`src/rtl/uart_pkg.sv`:
```
// Shared types and helpers for the UART transmit-side blocks.
// Holds the arbiter state encoding, the byte type and a width helper.
package uart_pkg;

   localparam int UartByteW = 8;

   typedef logic [UartByteW-1:0] byte_t;

   typedef enum logic [0:0] {
      ARB_IDLE = 1'b0,
      ARB_LOCK = 1'b1
   } uart_arb_state_e;

   // Never returns 0, so a single requester or a tiny count still gets a 1-bit register.
   function automatic int clog2_min1(input int n);
      return (n <= 2) ? 1 : $clog2(n);
   endfunction

endpackage

```
`src/rtl/uart_rr_pick.sv`:
```
// Combinational round-robin pick: the first set request at or after ptr_i, with wrap.
// Produces the winner as one-hot, as an index, and an any-request flag.
module uart_rr_pick
   import uart_pkg::*;
#(
   parameter int NumReq = 4,
   parameter int IdxW   = clog2_min1(NumReq)
) (
   input  logic [NumReq-1:0] req_i,
   input  logic [IdxW-1:0]   ptr_i,
   output logic [NumReq-1:0] onehot_o,
   output logic [IdxW-1:0]   idx_o,
   output logic              any_o
);

   logic [IdxW-1:0] cand;

   // NOTE: every output gets a default before the loop so no path leaves a latch behind.
   always_comb begin
      onehot_o = '0;
      idx_o    = '0;
      any_o    = 1'b0;
      cand     = '0;
      // Scan from the farthest offset to the nearest; the slot closest to ptr_i is written last and wins.
      for (int k = NumReq - 1; k >= 0; k--) begin
         cand = IdxW'((int'(ptr_i) + k) % NumReq);
         if (req_i[cand]) begin
            onehot_o       = '0;
            onehot_o[cand] = 1'b1;
            idx_o          = cand;
            any_o          = 1'b1;
         end
      end
   end

endmodule

```
`src/rtl/uart_tx_arbiter.sv`:
```
// Round-robin arbiter with packet lock sharing one uart_tx among NumReq byte streams.
// Define UART_ARB_TIMEOUT_EN to release a grant whose owner stalls for TimeoutCycles.
module uart_tx_arbiter
   import uart_pkg::*;
#(
   parameter int NumReq        = 4,
   parameter int DataWidth     = 8,
   parameter int MaxBurst      = 16,
   parameter int TimeoutCycles = 1024
) (
   input  logic                           clk_i,
   input  logic                           rst_i,
   input  logic [NumReq-1:0]              req_valid_i,
   input  logic [NumReq-1:0][DataWidth-1:0] req_data_i,
   input  logic [NumReq-1:0]              req_last_i,
   output logic [NumReq-1:0]              req_ready_o,
   output logic                           tx_valid_o,
   output logic [DataWidth-1:0]           tx_data_o,
   input  logic                           tx_ready_i,
   output logic [NumReq-1:0]              grant_o,
   output logic                           active_o,
   output logic                           timeout_o
);

   localparam int IdxW   = clog2_min1(NumReq);
   localparam int BurstW = clog2_min1(MaxBurst + 1);

   localparam logic [0:0] StIdle = ARB_IDLE;
   localparam logic [0:0] StLock = ARB_LOCK;

   localparam logic [BurstW-1:0] BurstLast = BurstW'((MaxBurst == 0) ? 0 : MaxBurst - 1);
   localparam logic [IdxW-1:0]   LastIdx   = IdxW'(NumReq - 1);

   logic [0:0]        state_q,     state_d;
   logic [NumReq-1:0] grant_q,     grant_d;
   logic [IdxW-1:0]   gidx_q,      gidx_d;
   logic [IdxW-1:0]   rr_ptr_q,    rr_ptr_d;
   logic [BurstW-1:0] burst_cnt_q, burst_cnt_d;

   logic [NumReq-1:0] pick_onehot;
   logic [IdxW-1:0]   pick_idx;
   logic              pick_any;

   logic lock_en, g_valid, g_last, xfer, burst_hit, timeout, rel;

   uart_rr_pick #(
      .NumReq (NumReq),
      .IdxW   (IdxW)
   ) u_pick (
      .req_i    (req_valid_i),
      .ptr_i    (rr_ptr_q),
      .onehot_o (pick_onehot),
      .idx_o    (pick_idx),
      .any_o    (pick_any)
   );

   // Gating with rst_i drops the grant in the same cycle reset is raised.
   assign lock_en   = (state_q == StLock) && !rst_i;
   assign g_valid   = |(req_valid_i & grant_q);
   assign g_last    = |(req_last_i & grant_q);
   assign tx_valid_o = lock_en && g_valid;
   assign tx_data_o = tx_valid_o ? req_data_i[gidx_q] : '0;
   assign req_ready_o = (lock_en && tx_ready_i) ? grant_q : '0;
   assign grant_o   = lock_en ? grant_q : '0;
   assign active_o  = lock_en;
   assign xfer      = tx_valid_o && tx_ready_i;
   assign burst_hit = (MaxBurst != 0) && (burst_cnt_q == BurstLast);
   assign rel       = (xfer && (g_last || burst_hit)) || timeout;
   assign timeout_o = timeout;

`ifdef UART_ARB_TIMEOUT_EN
   localparam int StallW = clog2_min1(TimeoutCycles + 1);
   localparam logic [StallW-1:0] StallLast = StallW'(TimeoutCycles - 1);

   logic [StallW-1:0] stall_cnt_q, stall_cnt_d;
   logic              stall;

   assign stall   = lock_en && !g_valid;
   assign timeout = stall && (stall_cnt_q == StallLast);

   always_comb begin
      stall_cnt_d = '0;
      if (stall && !timeout) stall_cnt_d = stall_cnt_q + 1'b1;
   end

   always_ff @(posedge clk_i) begin
      if (rst_i) stall_cnt_q <= '0;
      else       stall_cnt_q <= stall_cnt_d;
   end
`else
   logic unused_timeout_cfg;
   assign unused_timeout_cfg = ^TimeoutCycles;
   assign timeout = 1'b0;
`endif

   always_comb begin
      state_d     = state_q;
      grant_d     = grant_q;
      gidx_d      = gidx_q;
      rr_ptr_d    = rr_ptr_q;
      burst_cnt_d = burst_cnt_q;
      if (state_q == StIdle) begin
         if (pick_any) begin
            state_d = StLock;
            grant_d = pick_onehot;
            gidx_d  = pick_idx;
         end
      end else if (rel) begin
         state_d     = StIdle;
         grant_d     = '0;
         gidx_d      = '0;
         rr_ptr_d    = (gidx_q == LastIdx) ? '0 : gidx_q + 1'b1;
         burst_cnt_d = '0;
      end else if (xfer) begin
         burst_cnt_d = burst_cnt_q + 1'b1;
      end
   end

   // NOTE: state registers take non-blocking assignments so every flop samples pre-edge values.
   always_ff @(posedge clk_i) begin
      if (rst_i) begin
         state_q     <= StIdle;
         grant_q     <= '0;
         gidx_q      <= '0;
         rr_ptr_q    <= '0;
         burst_cnt_q <= '0;
      end else begin
         state_q     <= state_d;
         grant_q     <= grant_d;
         gidx_q      <= gidx_d;
         rr_ptr_q    <= rr_ptr_d;
         burst_cnt_q <= burst_cnt_d;
      end
   end

endmodule

```
`config.mk`:
```
export PLATFORM = sky130hd
export DESIGN_NAME = uart_tx_arbiter
export DESIGN_NICKNAME = d
export VERILOG_FILES = /design/src/rtl/uart_pkg.sv /design/src/rtl/uart_rr_pick.sv /design/src/rtl/uart_tx_arbiter.sv
export SDC_FILE = /design/constraint.sdc
export NUM_CORES = 1
export LEC_CHECK = 0
export CORE_ASPECT_RATIO = 1.5
export CORE_MARGIN = 2
export CORE_UTILIZATION = 42
export DETAILED_ROUTE_END_ITERATION = 8
export GPL_ROUTABILITY_DRIVEN = 1
export PLACE_DENSITY = 0.81
export SLEW_MARGIN = 20
export SYNTH_ARGS = -nofsm -noshare
export SYNTH_HDL_FRONTEND = slang
export SYNTH_SLANG_ARGS = --single-unit
export TNS_END_PERCENT = 50
```
`constraint.sdc`:
```
create_clock -name clk_i -period 3.7 [get_ports clk_i]
set_input_delay 0.74 -clock clk_i [delete_from_list [all_inputs] [get_ports clk_i]]
set_output_delay 0.74 -clock clk_i [all_outputs]
set_load 0.03 [all_outputs]
```
# Word-level counts from Yosys, hierarchy flattened
# Index checks and enable logic that the tools add are counted.
# word_totals
register_bits	14
output_inout_bits	19
# classes
addsub	5
magnitude_cmp	9
eq_ne	3
n_mux	45
n_bitwise	2
n_reduce_logical	18
# op_table
cell	count
$mux W4	9
$bmux W8 S2	1
$mux W2	8
$mux W8	2
$lt A2 B3 Y1 const B	5
$mux W1	15
$mux W5	2
$logic_and A1 B1 Y1	9
$and A4 B4 Y4	2
$bmux W1 S2	4
$demux W1 S2	4
$ge A2 B1 Y1 const B	4
$reduce_or A4 Y1	2
$reduce_and A2 Y1	3
$add A5 B1 Y5 const B	1
$eq A5 B4 Y1 const B	1
$add A2 B1 Y2 const B	2
$add A2 B2 Y2 const B	2
$reduce_bool A2 Y1	2
$eq A2 B2 Y1 const B	1
$ne A2 B1 Y1 const B	1
$logic_not A1 Y1	1
$logic_or A1 B1 Y1	1

# Depth between registers and ports, before layout
# logic_depth
word_depth	11
mapped_depth	8
mapped_depth_nobuf	8

# By module
# A second synthesis with hierarchy kept.
# unflattened
cells_unflattened	166
area_unflattened_um2	1512.7
# modules_own_cells
mod	instances	cells_per_inst	area_per_inst_um2
uart_tx_arbiter	1	105	1003.5
uart_rr_pick	1	61	509.2

# Worst setup path before layout
# Ideal clock, no wire load.
# synth_path
path_kind	input to output
from	input port rst_i
to	output port tx_data_o[3]
t_arrival_ns	2.017
slack_ns	0.943
cell_stages	4
cell_sequence	buf_2 nor2b_1 clkbuf_1 and3_1
# synth_between
elab_chain_len	4
# synth_lines
element	line	text
start: declaration	uart_tx_arbiter.sv:12	input logic rst_i,
$logic_not A1 Y1	uart_tx_arbiter.sv:58	assign lock_en = (state_q == StLock) && !rst_i;
$logic_and A1 B1 Y1	uart_tx_arbiter.sv:58	
via active_o	uart_tx_arbiter.sv:21	output logic active_o,
$logic_and A1 B1 Y1	uart_tx_arbiter.sv:61	assign tx_valid_o = lock_en && g_valid;
$mux W8	uart_tx_arbiter.sv:62	assign tx_data_o = tx_valid_o ? req_data_i[gidx_q] : '0;
end: declaration	uart_tx_arbiter.sv:18	output logic [DataWidth-1:0] tx_data_o,
# The timed path passes the listed nets, and every way through them passes these cells.

# Worst setup path in the final report
# layout_path
from	input port req_valid_i[1]
to	output port tx_data_o[3]
# layout_between
elab_chain_len	4
# layout_lines
element	line	text
start: declaration	uart_tx_arbiter.sv:13	input logic [NumReq-1:0] req_valid_i,
$and A4 B4 Y4	uart_tx_arbiter.sv:59	assign g_valid = |(req_valid_i & grant_q);
$reduce_or A4 Y1	uart_tx_arbiter.sv:59	
$logic_and A1 B1 Y1	uart_tx_arbiter.sv:61	
$mux W8	uart_tx_arbiter.sv:62	
# No other way between the ends.

==> results.cfg <==
[detailed_routing]
vias = 1332
viasPerCell = 5.62
drt-initial-drc-count = 39
drt_first_pass_iters = 4
drt-total-wl_mm = 4.02
drtAntennaViolNets = 0
drcViolationCount = 0
wl_per_cell_um = 17.0

[worst_hold_path]
min_to = burst_cnt_q[4]$_SDFFE_PP0P_
hold_class = register to register
hold_path_depth = 2
min_from = burst_cnt_q[4]$_SDFFE_PP0P_

[global_route]
first_global_vias = 1399
grt-ovfl-total = 0
grt_usage = 0.224
grt_first_pass_wirelength_mm = 6.30
antenna_found_initial = 0
grt_start_max_net_pins = 19

[clock_network]
cts.path.max_buffers = 2
cts_setup_buffers = 0
cts_tree = yes
numCtsBuffers = 3
clock_sinks = 14
ctsResizeCount = 0
insertion_delay_ns = 0.24
htreeDepth = 1
root_buffer = clkbuf_8
clk_pin_slew_ns = 0.05
cts_hold_buf = 0

[logic_synthesis]
ys_async_sr_fraction = 0
netlist_area_sq_um = 1340
post-synth-top-area-fraction = 0.210
yosysSeqAreaShare = 0.210
synth_most_common_cell = dfxtp_1
yosys.area_share.simple = 0.194
syn_nets = 191
synthCells = 137
synth.distinct_cells = 39
synth-adder-area-share = 0.103
synth_common_cells = 14 x dfxtp_1, 13 x and3_1, 12 x nor2_1
yosys_register_bits = 14
synth_compound_area_frac = 0.193
yosysWarnings = 0
ys.flop_type = dfxtp_1
synth_area_leaders = dfxtp_1 21%, mux4_2 19%, ha_1 10%
yosysTopAreaCell = dfxtp_1
synth_top_family_by_area = multiplexers
syn_avg_cell_area_sq_um = 9.76
synth-xor-area-share = 0.0196
synth_mux_area_frac = 0.232
synth_edf_count = 0

[timing]
totalNegativeSetupSlack_ns = 0
rsz0062_at_grt = no
finClkSkew_ns = 0.00516
tightest_slew_ns = 0.652
setup_violations = 0
min_period_over_period = 0.918
maxSlewViolCount = 0
hold_viol_final = 0
period_needed_ns = 3.40
slew_headroom = 0.565
fmax_mhz = 294

[die]
core_area_sq_um = 3100
die_w_um = 50.1
io_pins = 62
die_h_um = 73.1
rows = 25
start_util = 0.432
die_area_sq_um = 3660

[job]
drv_cap = 0

[setup_path]
r2r-end = grant_q[2]$_SDFFE_PP0P_
r2r-start = rr_ptr_q[0]$_SDFFE_PP0P_
r2r_setup_slack_ns = 0.93
worstPathArrival_ns = 2.66
critPathLaunchType = input pin
end_kind = primary output
ff2ff_path_depth = 7
crit_required_ns = 2.96
worstPathMaxFanout = 9
critPathKind = input pin to primary output

[cells_and_area]
register_area_sq_um = 280
fillers = 247
multi_input_area_sq_um = 995
fin_area_sq_um = 2010
fin_nets = 253
fin_cells = 237
drive_gt1_frac = 0.122
syn2layout_area_growth_pct = 50.4
antenna_cells = 0

[power_and_ir_drop]
irDropWorstVdd_uv = 291
swShare = 0.276
pwr-share-clk = 0.273
p_leak_uw = 0.000797
p_sw_uw = 121
intPower_uw = 317
power.density_nw_per_um2 = 217
p_comb_frac = 0.335
sequentialPowerShare = 0.392
power_uw = 437

[place]
gp_congestion = 0.764
hpwlAfterDp_mm = 3.32
place_inst = 234
port_buffers = 60
place_area_sq_um = 1970

[run_status]
status = finished clean
metal layers:
layer,wire length (um),track usage
met3,92,0.0512
met2,2300,0.425
met1,1550,0.234
met5,0,0
met4,78,0.0802
power groups by stage:
stage / clock network, uW / registers (uW) / logic [uW]
after floorplan: 0 / 165 / 81.3
after global placement: 0 / 173 / 141
after detailed placement: 0 / 174 / 146
after CTS: 126 / 171 / 146
after global routing: 132 / 172 / 157
final: 119 / 171 / 147
per-stage QoR:
step	worst slack, ns	util	hold slack, ns
global placement	0.342	0.636	0.480
CTS	0.298	0.650	0.512
detailed placement	0.296	0.636	0.505
floorplan	0.943	-	0.471
finish	0.304	0.650	0.511
global route	0.220	0.650	0.540
worst max-delay path: stages:
cell and delay [ns]:
clkdlybuf4s50_1 0.51, a22oi_1 0.32, nand2_1 0.25, and3_1 0.23, clkdlybuf4s50_1 0.60
sequential cells by signal, summed over array words and instances, names as in the netlist:
signal,flops
burst_cnt_q,5
gidx_q,2
grant_q,4
rr_ptr_q,2
state_q,1
worst max path at each step:
stage | from | endpoint | slack (ns) | cells past startpoint
after floorplan | rst_i | tx_data_o[3] | 0.94 | 4
after global placement | req_valid_i[1] | tx_data_o[1] | 0.34 | 5
after detailed placement | req_valid_i[1] | tx_data_o[0] | 0.30 | 5
after CTS | req_valid_i[1] | tx_data_o[0] | 0.30 | 5
after global routing | req_valid_i[1] | tx_data_o[7] | 0.22 | 5
final | req_valid_i[1] | tx_data_o[3] | 0.30 | 5
cells by family (layout without fill, tap and decap cells):
| family | count (synthesis) | in the layout |
|---|---|---|
| DFF | 14 | 14 |
| xor gates and xnor gates | 3 | 3 |
| and+or+nand+nor | 49 | 49 |
| other | 1 | 1 |
| AOI/OAI and AO/OA | 31 | 31 |
| buffers and inverters | 11 | 71 |
| adders and majority gates | 11 | 11 |
| muxes | 17 | 17 |
area by class of cell:
cell class | count | area share
inverter | 4 | 0.00746
clock buffer | 3 | 0.0205
multi-input combinational | 112 | 0.494
tap | 40 | 0.0249
timing repair buffer | 64 | 0.313
sequential | 14 | 0.139
cell usage in the layout, fill, tap and decap left out, drive strengths merged, types with 3 or more instances in the layout:
cell,n
a21oi,5
a22oi,6
a32o,4
and2,4
and3,13
buf,4
clkbuf,3
clkdlybuf4s50,60
dfxtp,14
ha,11
inv,4
mux2i,4
mux4,11
nand2,12
nor2,12
o22a,4
No activity file was read; power rests on OpenSTA's default activity.
